==> src/rtl/ie_loader_if.sv <==
// Handshake and instruction-memory write bus of the instruction loader.
// The master side supplies instruction fields; the slave side is the loader itself.
interface ie_loader_if #(
  parameter int ADDR_WIDTH       = 8,
  parameter int INSTRUCTON_WIDTH = 32
);
  logic                        start;
  logic                        in_valid;
  logic                        in_ready;
  logic [6:0]                  opcode;
  logic [4:0]                  rd;
  logic [4:0]                  rs1;
  logic [4:0]                  rs2;
  logic [2:0]                  func3;
  logic [6:0]                  func7;
  logic [31:0]                 imm;
  logic                        mem_we;
  logic [ADDR_WIDTH-1:0]       mem_addr;
  logic [INSTRUCTON_WIDTH-1:0] mem_wdata;
  logic [ADDR_WIDTH:0]         word_count;
  logic                        full;
  logic                        err;
  logic [6:0]                  err_opcode;

  modport master (
    output start, in_valid, opcode, rd, rs1, rs2, func3, func7, imm,
    input  in_ready, mem_we, mem_addr, mem_wdata, word_count, full, err, err_opcode
  );

  modport slave (
    input  start, in_valid, opcode, rd, rs1, rs2, func3, func7, imm,
    output in_ready, mem_we, mem_addr, mem_wdata, word_count, full, err, err_opcode
  );
endinterface

==> src/rtl/ie_loader.sv <==
// Instruction loader: packs RV32 fields into instruction words and writes them
// to consecutive instruction-memory addresses, tracking capacity and bad opcodes.
module ie_loader #(
  parameter int INSTRUCTON_WIDTH = 32,
  parameter int MEM_DEPTH        = 256,
  parameter int ADDR_WIDTH       = $clog2(MEM_DEPTH)
) (
  input  logic        clk,
  input  logic        rst_n,
  ie_loader_if.slave  bus
);

  typedef enum logic [1:0] {
    S_IDLE,
    S_RUN,
    S_FULL
  } state_t;

  localparam logic [6:0] OP_OP     = 7'b0110011;
  localparam logic [6:0] OP_AMO    = 7'b0101111;
  localparam logic [6:0] OP_IMM    = 7'b0010011;
  localparam logic [6:0] OP_LOAD   = 7'b0000011;
  localparam logic [6:0] OP_JALR   = 7'b1100111;
  localparam logic [6:0] OP_SYSTEM = 7'b1110011;
  localparam logic [6:0] OP_STORE  = 7'b0100011;
  localparam logic [6:0] OP_BRANCH = 7'b1100011;
  localparam logic [6:0] OP_LUI    = 7'b0110111;
  localparam logic [6:0] OP_AUIPC  = 7'b0010111;
  localparam logic [6:0] OP_JAL    = 7'b1101111;

  localparam logic [ADDR_WIDTH:0] LAST_COUNT = (ADDR_WIDTH+1)'(MEM_DEPTH - 1);

  state_t                      state, state_nxt;
  logic                        accept;
  logic                        known;
  logic [31:0]                 enc;
  logic [ADDR_WIDTH:0]         count;
  logic                        we_q;
  logic [ADDR_WIDTH-1:0]       addr_q;
  logic [INSTRUCTON_WIDTH-1:0] wdata_q;
  logic                        err_q;
  logic [6:0]                  err_op_q;

  // NOTE: every signal written here gets a default first, so no path leaves a
  // value unassigned and no latch is inferred.
  always_comb begin
    known = 1'b1;
    enc   = '0;
    unique case (bus.opcode)
      OP_OP, OP_AMO:
        enc = {bus.func7, bus.rs2, bus.rs1, bus.func3, bus.rd, bus.opcode};
      OP_IMM:
        // Shift-immediates carry func7 in the upper bits instead of imm[11:5].
        if (bus.func3 == 3'b001 || bus.func3 == 3'b101)
          enc = {bus.func7, bus.imm[4:0], bus.rs1, bus.func3, bus.rd, bus.opcode};
        else
          enc = {bus.imm[11:0], bus.rs1, bus.func3, bus.rd, bus.opcode};
      OP_LOAD, OP_JALR, OP_SYSTEM:
        enc = {bus.imm[11:0], bus.rs1, bus.func3, bus.rd, bus.opcode};
      OP_STORE:
        enc = {bus.imm[11:5], bus.rs2, bus.rs1, bus.func3, bus.imm[4:0], bus.opcode};
      OP_BRANCH:
        enc = {bus.imm[12], bus.imm[10:5], bus.rs2, bus.rs1, bus.func3,
               bus.imm[4:1], bus.imm[11], bus.opcode};
      OP_LUI, OP_AUIPC:
        enc = {bus.imm[31:12], bus.rd, bus.opcode};
      OP_JAL:
        enc = {bus.imm[20], bus.imm[10:1], bus.imm[11], bus.imm[19:12], bus.rd, bus.opcode};
      default:
        known = 1'b0;
    endcase
  end

  // start takes priority: a field set presented with start is not consumed.
  assign accept = bus.in_valid && (state == S_RUN) && !bus.start;

  always_comb begin
    state_nxt = state;
    if (bus.start)
      state_nxt = S_RUN;
    else if (accept && known && (count == LAST_COUNT))
      state_nxt = S_FULL;
  end

  // NOTE: sequential state uses non-blocking assignments so every register
  // samples pre-edge values, independent of statement order.
  always_ff @(posedge clk or negedge rst_n) begin
    if (!rst_n) state <= S_IDLE;
    else        state <= state_nxt;
  end

  always_ff @(posedge clk or negedge rst_n) begin
    if (!rst_n) begin
      count    <= '0;
      we_q     <= 1'b0;
      addr_q   <= '0;
      wdata_q  <= '0;
      err_q    <= 1'b0;
      err_op_q <= '0;
    end else begin
      we_q <= 1'b0;
      if (bus.start) begin
        count    <= '0;
        err_q    <= 1'b0;
        err_op_q <= '0;
      end else if (accept) begin
        if (known) begin
          we_q    <= 1'b1;
          addr_q  <= count[ADDR_WIDTH-1:0];
          wdata_q <= INSTRUCTON_WIDTH'(enc);
          count   <= count + 1'b1;
        end else begin
          err_q <= 1'b1;
          if (!err_q) err_op_q <= bus.opcode;
        end
      end
    end
  end

  assign bus.in_ready   = (state == S_RUN);
  assign bus.full       = (state == S_FULL);
  assign bus.mem_we     = we_q;
  assign bus.mem_addr   = addr_q;
  assign bus.mem_wdata  = wdata_q;
  assign bus.word_count = count;
  assign bus.err        = err_q;
  assign bus.err_opcode = err_op_q;

endmodule

==> src/flat_wrapper.sv <==
// flat-port wrapper written by rule: the top's interface ports become plain ports
module ie_loader_flat 
#(
  parameter int INSTRUCTON_WIDTH = 32,
  parameter int MEM_DEPTH        = 256,
  parameter int ADDR_WIDTH       = $clog2(MEM_DEPTH)
)
  (clk, rst_n, bus_start, bus_in_valid, bus_opcode, bus_rd, bus_rs1, bus_rs2, bus_func3, bus_func7, bus_imm, bus_in_ready, bus_mem_we, bus_mem_addr, bus_mem_wdata, bus_word_count, bus_full, bus_err, bus_err_opcode);
  ie_loader_if #(.ADDR_WIDTH(ADDR_WIDTH), .INSTRUCTON_WIDTH(INSTRUCTON_WIDTH)) bus_i ();
  input  logic clk;
  input  logic rst_n;
  input wire logic [$bits(bus_i.start)-1:0] bus_start;
  input wire logic [$bits(bus_i.in_valid)-1:0] bus_in_valid;
  input wire logic [$bits(bus_i.opcode)-1:0] bus_opcode;
  input wire logic [$bits(bus_i.rd)-1:0] bus_rd;
  input wire logic [$bits(bus_i.rs1)-1:0] bus_rs1;
  input wire logic [$bits(bus_i.rs2)-1:0] bus_rs2;
  input wire logic [$bits(bus_i.func3)-1:0] bus_func3;
  input wire logic [$bits(bus_i.func7)-1:0] bus_func7;
  input wire logic [$bits(bus_i.imm)-1:0] bus_imm;
  output wire logic [$bits(bus_i.in_ready)-1:0] bus_in_ready;
  output wire logic [$bits(bus_i.mem_we)-1:0] bus_mem_we;
  output wire logic [$bits(bus_i.mem_addr)-1:0] bus_mem_addr;
  output wire logic [$bits(bus_i.mem_wdata)-1:0] bus_mem_wdata;
  output wire logic [$bits(bus_i.word_count)-1:0] bus_word_count;
  output wire logic [$bits(bus_i.full)-1:0] bus_full;
  output wire logic [$bits(bus_i.err)-1:0] bus_err;
  output wire logic [$bits(bus_i.err_opcode)-1:0] bus_err_opcode;
  assign bus_i.start = bus_start;
  assign bus_i.in_valid = bus_in_valid;
  assign bus_i.opcode = bus_opcode;
  assign bus_i.rd = bus_rd;
  assign bus_i.rs1 = bus_rs1;
  assign bus_i.rs2 = bus_rs2;
  assign bus_i.func3 = bus_func3;
  assign bus_i.func7 = bus_func7;
  assign bus_i.imm = bus_imm;
  assign bus_in_ready = bus_i.in_ready;
  assign bus_mem_we = bus_i.mem_we;
  assign bus_mem_addr = bus_i.mem_addr;
  assign bus_mem_wdata = bus_i.mem_wdata;
  assign bus_word_count = bus_i.word_count;
  assign bus_full = bus_i.full;
  assign bus_err = bus_i.err;
  assign bus_err_opcode = bus_i.err_opcode;
  ie_loader #(.INSTRUCTON_WIDTH(INSTRUCTON_WIDTH), .MEM_DEPTH(MEM_DEPTH), .ADDR_WIDTH(ADDR_WIDTH)) u_core (.clk(clk), .rst_n(rst_n), .bus(bus_i));
endmodule
==> config.mk <==
export PLATFORM = sky130hd
export DESIGN_NAME = ie_loader_flat
export DESIGN_NICKNAME = d
export VERILOG_FILES = /design/src/rtl/ie_loader_if.sv /design/src/rtl/ie_loader.sv /design/src/flat_wrapper.sv
export SDC_FILE = /design/constraint.sdc
export NUM_CORES = 1
export LEC_CHECK = 0
export ABC_CLOCK_PERIOD_IN_PS = 5300
export CORE_UTILIZATION = 40
export CTS_BUF_LIST = sky130_fd_sc_hd__clkbuf_4 sky130_fd_sc_hd__clkbuf_8
export CTS_CLUSTER_DIAMETER = 40
export DETAILED_ROUTE_END_ITERATION = 10
export PLACE_DENSITY = 0.75
export SLEW_MARGIN = 10
export SYNTH_ARGS = -nofsm -noshare
export SYNTH_HDL_FRONTEND = slang
export SYNTH_SLANG_ARGS = --single-unit
==> constraint.sdc <==
create_clock -name clk -period 5.3 [get_ports clk]
set_clock_uncertainty 0.2 [all_clocks]
set_input_delay 1.06 -clock clk [delete_from_list [all_inputs] [get_ports clk]]
set_output_delay 1.06 -clock clk [all_outputs]
set_load 0.005 [all_outputs]
# [Word level (Yosys, flattened, before mapping)]
# Cells that the tools add are included.
# W data, S select, Z words.
[totals] reg_bits=60 latch_bits=0 mem_bits_rw=0 romBits=0 in_bits=68 output_inout_bits=60 wordCells=62 n_memories=0
[classes] n_addsub=1 multipliers=0 n_div=0 magnitude_cmp=0 eq_ne=18 shifts=0 mux=18 bitwise=1 n_reduce_logical=17
[ops] operator="$pmux W32 S7" n=1
[ops] operator="$mux W32" n=1
[ops] operator="$eq A7 B6 Y1 const B" n=4
[ops] operator="$eq A7 B7 Y1 const B" n=4
[ops] operator="$mux W7" n=4
[ops] operator="$mux W9" n=3
[ops] operator="$eq A7 B5 Y1 const B" n=2
[ops] operator="$reduce_or A11 Y1" n=1
[ops] operator="$add A9 B1 Y9 const B" n=1
[ops] operator="$eq A9 B8 Y1 const B" n=1
[ops] operator="$eq A7 B2 Y1 const B" n=1
[ops] operator="$mux W1" n=7
[ops] operator="$reduce_and A3 Y1" n=2
[ops] operator="$reduce_bool A2 Y1" n=3
[ops] operator="$logic_and A1 B1 Y1" n=4
[ops] operator="$mux W2" n=2
[ops] operator="$ne A2 B2 Y1 const B" n=2
[ops] operator="$reduce_and A2 Y1" n=2
[ops] operator="$reduce_or A2 Y1" n=2
[ops] operator="$eq A3 B1 Y1 const B" n=1
[ops] operator="$eq A3 B3 Y1 const B" n=1
[ops] operator="$reduce_or A3 Y1" n=1
[ops] operator="$eq A2 B1 Y1 const B" n=1
[ops] operator="$eq A2 B2 Y1 const B" n=1
[ops] operator="other kinds (3)" n=3

# [Depth between registers and ports, before layout]
# Gate-level depths: netlist of the first run.
[depth] ltp_word=7 ltp_mapped=8 depth_no_buf=5

# [Least setup slack after synthesis of the first run]
# Ideal clock, no wire load.
[synth_path] kind="in2reg" startpoint="input port bus_opcode[3]" endpoint="register u_core.count[2] (netlist: u_core.bus.word_count[2])" setup_ps=120 t_arrival_ps=2431 t_required_ps=4980 setup_slack_ps=2549 path_stages=6 n_path_buf=1 path_cell_list="buf_2 -> nor2_1 -> a21oi_2 -> a211oi_2 -> a21oi_1 -> a31o_2"
[synth_via] elab_chain_cells=5 word_cells_on_any_way=15 classes_between="11 x eq/ne; 1 x mux; 3 x reduce/logical"
[synth_lines] item="start: declaration" line_no="flat_wrapper.sv:14" text="input wire logic [$bits(bus_i.opcode)-1:0] bus_opcode;"
[synth_lines] item="$eq A7 B6 Y1, or another cell as far along" line_no="ie_loader.sv:49" text="unique case (bus.opcode)"
[synth_lines] item="$reduce_or A11 Y1 (no source line) *"
[synth_lines] item="$mux W1 *" line_no="ie_loader.sv:49"
[synth_lines] item="$reduce_bool A2 Y1 (no source line) *"
[synth_lines] item="$reduce_and A2 Y1 (no source line) *"
[synth_lines] item="end signal: assignment" line_no="ie_loader.sv:111" text="count <= count + 1'b1;"
[synth_lines] item="end: declaration" line_no="ie_loader.sv:37" text="logic [ADDR_WIDTH:0] count;"
# Every way passes the cells marked *; elsewhere a longest branch is shown, timed or not.
# A chain may end at the register's enable or synchronous reset.

# [Final worst setup path of the first run]
[layout_path] startpoint="input port bus_opcode[2]" endpoint="register u_core.wdata_q[26] (netlist: u_core.bus.mem_wdata[26])"
[layout_via] elab_chain_cells=4 word_cells_on_any_way=18 classes_between="11 x eq/ne; 2 x mux; 5 x reduce/logical"
[layout_lines] item="$eq A7 B6 Y1, or another cell as far along" line_no="ie_loader.sv:49"
[layout_lines] item="$reduce_or A11 Y1 (no source line)"
[layout_lines] item="$mux W1" line_no="ie_loader.sv:49"
[layout_lines] item="$reduce_and A3 Y1 (no source line)"
[layout_lines] item="end signal: assignment" line_no="ie_loader.sv:110" text="wdata_q <= INSTRUCTON_WIDTH'(enc);"
[layout_lines] item="end: declaration" line_no="ie_loader.sv:40" text="logic [INSTRUCTON_WIDTH-1:0] wdata_q;"
# Parallel ways exist; a longest one is shown, timed or not.

==> impl_results.md, run 1 <==
- DP HPWL: ~6600 um
- Die Area: 8466 um2
- Worst stage delay on the critical path: roughly 850 ps
- Leak: about 1.9 nW
- Routed len/inst: approximately 16 um
- Clock buffer count from CTS: 9
- PostCTS Resize Cnt: 0
- Max-cap violation count: 0
- CP max FO: 29
- Vias/cell: 5.503
- Arr. time, crit path: ~3700 ps
- Reg power frac: 44.4%
- Crit-path slowest cell: o21ai_2
- CTS sink cnt: 60
- Most used cell, CP: o21ai_0
- Predominant post-synthesis flop cell: dfrtp_1
- Clock-pin slew on the worst setup and hold paths: 60 ps
- GR Util All Layers: between 20 and 25%
- Most common cell in the netlist: dfrtp_1
- P_sw: approximately 0.31 mW
- Global route overflow: 0
- H-tree Lvls: 3
- Total number of vias: roughly 3200
- CTS tree: yes
- Share of layout cells above drive strength 1: about 5.6%
- Least-Margin Pin Slew: roughly 1200 ps
- Comb pwr share: a little under a quarter
- Final Hold Fails: 0
- Slew headroom: roughly 22%
- DRC viols: 0
- Clock power share: 31.9%
- Hold WC Path Type: flip-flop to flip-flop
- Top cell type's share of synthesized area: between 40% and 50%
- Top cells by count, synth: dfrtp_1, nand2_1, nor2_1
- Largest net degree at the start of global routing: 61
- Crit path cell chain: clkdlybuf4s50_1 > nor2b_1 > o21ai_0 > o21ai_2 > o21ai_0
- Nets: 545
- Die H: approximately 92 um
- RSZ-0062 raised after global routing: no
- Placed instance count: about 570
- Post-layout minimum cycle time: roughly 3800 ps
- Port Buf Inserts: 127
- Initial core utilization: between 40% and 50%
- CP Launch Type: input port
- Syn_nets: around 430
- Antenna violations before repair: 0
- Reg2reg path depth: 5
- Final slew viol count: 0
- Post-Syn Instances: roughly 360
- Worst setup EP type: flip-flop
- Hold_buf cts: 0
- Max Fclk: 266.6 MHz
- Largest area contributor in the netlist: dfrtp_1
- Finished Layout Cells: 580
- Skew-Pair Late Insertion Delay: 330 ps
- Iteration-0 DRC Markers: about 370
- Setup TNS: 0 ps
- Critical path class: input port to flip-flop
- Global-route wire length before repair: ~15000 um
- Fin crit share: between 70 and 80%
- Mapped Area: between 3000 and 4000 um2
- Row count: 32
- Clock Path Buffers: 2
- Peak supply drop: roughly 180 uV
- Top cells by area, synth: dfrtp_1, nand2_1, a21oi_1
- Status: finished, final reports clean
- Clock Root Buffer: clkbuf_8
- Warnings from Yosys: 0
- Overall power: between 1 and 1.5 mW
- Flop2flop setup slack: approximately 3100 ps
- Area growth syn-to-layout: 45.60%
- Worst endpoint required time: around 5300 ps
- Routability cong.: 0.8463
- Routed wire length: around 9200 um
- Antenna Cells: 0
- FF+latch count, synth: 60
- Net Sw Frac: around 26%
- DIE WIDTH: 92.01 um
- Final setup viols: 0
- Synthesized area per cell: roughly 9.1 um2
- Vias in the first global route: approximately 2900
- Seq/Total Area, Yosys: 46.33%
- First-pass DRT Iterations: 5
- Setup Buffers After CTS: 0
- Synth unique cells: 53
- Power per Cell Area: 257.1 nW/um2
- Internal power: about 0.9 mW
- Core area: between 7000 and 8000 um2
- Hold Crit Depth: 1
- Final ANT Viol Nets: 0
- Post-synthesis async set-or-reset flop share: 100.0%
- Number of synthesized flops with an enable pin: 0
- IO Pins: ~130
==> per-stage QoR <==
| stage | setup WS [ps] | instance area (um2) | hold slack, ps | util, % |
|---|---|---|---|---|
| 2_1_floorplan | 2549 | 3241 | 262.8 | - |
| 3_3_place_gp | 1361 | 4539 | 254.9 | 58.44 |
| 3_5_place_dp | 1232 | 4539 | 251.8 | 58.44 |
| 4_1_cts | 1586 | 4718 | 267.2 | 60.74 |
| 5_1_grt | 1155 | 4718 | 291.4 | 60.74 |
| 6_report | 1549 | 4718 | 265.2 | 60.74 |
==> cell families after synthesis <==
family | synth area share, %
buffers and inverters | 3.861
xor gates and xnor gates | 1.622
adders and majority gates | 0.7721
muxes | 0.6564
DFF | 46.33
and+or+nand+nor | 20.97
AOI/OAI and AO/OA | 25.79
==> final timing paths <==
kind	to	start
max reg2reg	u_core.bus.mem_wdata[5]	u_core.state[1]
min in group asynchronous	u_core.bus.word_count[8]	rst_n
min reg2reg	u_core.bus.mem_wdata[1]	u_core.bus.mem_wdata[1]
min	u_core.bus.mem_wdata[1]	u_core.bus.mem_wdata[1]
max in group asynchronous	u_core.bus.mem_wdata[6]	rst_n
max	u_core.bus.mem_wdata[26]	bus_opcode[2]
==> worst max-delay path: cells and delay by family <==
kind / cells / cell delay (ps)
AOI/OAI and AO/OA: 3 / 1360
buffers and inverters: 1 / 840
and+or+nand+nor: 1 / 440
==> power by group through the flow <==
stage	logic, mW	registers (mW)	clock network (mW)
4_1_cts	0.288	0.538	0.398
3_5_place_dp	0.287	0.546	0
6_report	0.287	0.539	0.387
2_1_floorplan	0.0938	0.549	0
3_3_place_gp	0.283	0.545	0
5_1_grt	0.313	0.545	0.417
==> per-layer routing <==
layer	GRT usage, %	up-vias	part of all wire [%]
met4	8.854	0	1.8
met1	29.32	1495	43
met5	0	-	0
li1	-	1557	-
met2	34.64	126	48
met3	5.721	14	7.1
==> cell usage in the layout (no fill, tap or decap), types with 2 or more instances in the layout <==
cell type          n
o22ai_1            2
clkdlybuf4s50_1  126
dfrtp_1           60
nor2b_1           10
and4_1             3
o21bai_1           2
ha_1               2
nor4_1             2
nand4_1            2
or2_2              3
o21ai_0           19
a31o_2             2
and3_1             2
clkbuf_4           2
clkbuf_8           9
a2111oi_0          4
nand2_1           46
nand2b_1           7
a211oi_1           4
clkinv_2           2
a221oi_1           6
a222oi_1           4
a21oi_1           33
a22oi_1           13
o21a_1             3
buf_4              2
nand3b_1           3
nand4b_1           2
nor2_1            38
a22o_1            12
xnor2_1            6
nand3_1           14
a21o_1             2
o21ai_1            2
nor3_1             4
and2_1             2
inv_1              3
==> flip-flops by register name, indices dropped and copies added, names as in the netlist <==
signal                 cells
u_core.bus.mem_wdata      32
u_core.bus.word_count      9
u_core.bus.mem_addr        8
u_core.bus.err_opcode      7
u_core.state               2
u_core.bus.err             1
u_core.bus.mem_we          1
==> cell type report <==
cell class	count	area, um2
tap	102	127.6
timing repair buffer	129	1281
fill	715	3049
inverter	3	11.26
clock buffer	11	138.9
sequential	60	1501
clock inverter	3	40.04
multi-input combinational	272	1618
(Power assumes the default switching activity.)
==> inputs of run 2 (changes only) <==
--- a/config.mk
+++ b/config.mk
@@ -5,7 +5,7 @@
 export SDC_FILE = /design/constraint.sdc
 export NUM_CORES = 1
 export LEC_CHECK = 0
-export ABC_CLOCK_PERIOD_IN_PS = 5300
+export ABC_CLOCK_PERIOD_IN_PS = 3700
 export CORE_UTILIZATION = 40
 export CTS_BUF_LIST = sky130_fd_sc_hd__clkbuf_4 sky130_fd_sc_hd__clkbuf_8
 export CTS_CLUSTER_DIAMETER = 40
==> constraint.sdc (replaced) <==
create_clock -name clk -period 3.7 [get_ports clk]
set_clock_uncertainty 0.2 [all_clocks]
set_input_delay 0.74 -clock clk [delete_from_list [all_inputs] [get_ports clk]]
set_output_delay 0.74 -clock clk [all_outputs]
set_load 0.005 [all_outputs]
==> run 2 against run 1 <==
  * Combinational power rose by 48%
  * Critical endpoint is now u_core.bus.mem_wdata[17]
  * Largest cell class unchanged
  * Critical path depth is 1 higher
  * Die area unchanged
  * Sequential share of layout area is 0.93 points lower
  * Non-clock buffer count is 15 higher
  * Clock-buffer cell count up 1
  * First-iteration DRC count is 3.0% lower
  * Design area increased by 3.0%
  * Clock power rose by 58%
  * Routed wire length grew 5.4%
==> impl_results.md, run 2 (synthesis gave the netlist of run 1 again) <==
- Power per Cell Area: between 300 and 400 nW/um2
- Clock-pin slew on the worst setup and hold paths: roughly 60 ps
- Arr. time, crit path: roughly 3000 ps
- Skew-Pair Late Insertion Delay: roughly 340 ps
- Die H: about 92 um
- Max reg flops: 32
- Clock Path Buffers: 2
- Filler cell count: approximately 690
- Fin crit share: ~80%
- Placed Instance Area: ~4700 um2
- Row count: 32
- Critical path class: input port to flip-flop
- Final Hold Fails: 0
- Slew headroom: roughly 59%
- Crit-path slowest cell: clkdlybuf4s50_1
- R2R Path End: u_core.bus.word_count[2]
- Share of layout cells above drive strength 1: between 8 and 9%
- Most common cell after layout, fill and taps aside: clkdlybuf4s50_1
- Net Sw Frac: 26.06%
- Max-cap violation count: 0
- Hold_buf cts: 0
- Initial core utilization: about two fifths
- Worst slack, placed: just under 500 ps
- CTS sink cnt: 60
- Setup Buffers After CTS: 0
- Worst Path Buf+Inv: 1
- Routability cong.: around 0.87
- Worst reg2reg startpoint: u_core.state[1]
- CP Launch Type: input port
- Largest net degree at the start of global routing: 50
- Clock power share: 33.8%
- Leak: 1.949 nW
- RSZ-0062 raised after global routing: no
- P_sw: 0.4714 mW
- Final slew viol count: 0
- Port Buf Inserts: approximately 130
- Clock Root Buffer: clkbuf_8
- Hold WC Path Type: input port to async pin
- Routed len/inst: ~16 um
- Overall power: approximately 1.8 mW
- Flop2flop setup slack: 1620 ps
- DRC viols: 0
- Final setup viols: 0
- Comb pwr share: 23.5%
- Worst stage delay on the critical path: roughly 600 ps
- Total number of vias: ~3300
- DP HPWL: 7094 um
- Status: finished, final reports clean
- Global-route wire length before repair: 15420 um
- Antenna violations before repair: 0
- Post-layout minimum cycle time: roughly 2900 ps
- Reg power frac: 42.7%
- Vias in the first global route: 3164
- Global route overflow: 0
- Finished Cell Area: ~4900 um2
- Area growth syn-to-layout: 50.00%
- IO Pins: between 100 and 150
- Reg2reg path depth: 4
- Worst setup EP type: flip-flop
- Core area: ~8000 um2
- Most frequent cells in the layout: clkdlybuf4s50_1, dfrtp_1, nand2_1
- Max Fclk: 343.6 MHz
- First-pass DRT Iterations: 5
- GR Util All Layers: a little under a quarter
- Routed wire length: roughly 9700 um
- DIE WIDTH: a little over 90 um
- Worst endpoint required time: about 3800 ps
- CTS tree: yes
- CP top delay family: simple AND/OR/NAND/NOR gates
- Setup TNS: 0 ps
- H-tree Lvls: 3
- Internal power: 1.338 mW
- Post-route setup slack: 789.7 ps
- Peak supply drop: around 240 uV
- Die Area: between 8000 and 9000 um2
- Vias/cell: between 5 and 6
- Iteration-0 DRC Markers: approximately 360
- Nets: 560
- Crit path cell chain: clkdlybuf4s50_1 > nor2_1 > and4_1 > a41o_1 > a22oi_1 > a21oi_1
- Least-Margin Pin Slew: 618.3 ps
- Clock buffer count from CTS: 9
- Final ANT Viol Nets: 0
- PostCTS Resize Cnt: 0
- Antenna Cells: 0
- CP max FO: 13
## run 2: through the flow
stage          util [%]  hold slack [ps]  std cells
3_3_place_gp      59.89            252.9        581
6_report          62.58            212.6        597
5_1_grt           62.58            266.7        597
2_1_floorplan         -            244.4        358
3_5_place_dp      59.89            257.5        581
4_1_cts           62.55            272.1        597
## run 2: how the worst max path moves through the flow
stage | startpoint | end | slack, ps | cells past startpoint
2_1_floorplan | bus_opcode[3] | u_core.bus.word_count[2] | 1270 | 6
3_3_place_gp | bus_opcode[6] | u_core.bus.mem_wdata[5] | 560 | 7
3_5_place_dp | bus_opcode[6] | u_core.bus.mem_wdata[17] | 490 | 6
4_1_cts | bus_opcode[6] | u_core.bus.mem_wdata[5] | 830 | 7
5_1_grt | bus_opcode[6] | u_core.bus.mem_wdata[13] | 630 | 6
6_report | bus_opcode[6] | u_core.bus.mem_wdata[17] | 790 | 6
## run 2: worst reg2reg max path, cell delays in order, from the launching register on
cell	delay [ps]
dfrtp_1	410
nand3b_1	390
a211oi_2	580
a21oi_1	160
a31o_2	230
## run 2: power groups by stage
| stage | sequential, mW | clock [mW] | combinational [mW] |
|---|---|---|---|
| final | 0.773 | 0.611 | 0.425 |
| after global routing | 0.782 | 0.647 | 0.462 |
| after CTS | 0.774 | 0.620 | 0.426 |
| after detailed placement | 0.784 | 0 | 0.424 |
| after global placement | 0.782 | 0 | 0.416 |
| after floorplan | 0.787 | 0 | 0.134 |
## run 2: per-layer routing
metal / share of wire (%) / global-route usage (%) / vias to the layer above / wire length, um
li1: - / - / 1585 / -
met1: 43 / 31.14 / 1549 / 4207
met2: 48 / 36.32 / 143 / 4674
met3: 6.1 / 4.726 / 22 / 593
met4: 2.2 / 10.81 / 0 / 214
met5: 0 / 0 / - / 0
## run 2: area by class of cell
class,count,area [um2],share of cell area (%)
multi-input cells,272,1618,33.28
repair buffers,144,1396,28.73
inverters,3,11.26,0.2317
well taps,102,127.6,2.625
clock inverters,4,47.55,0.9781
clock buffers,12,158.9,3.269
flip-flops and latches,60,1501,30.89
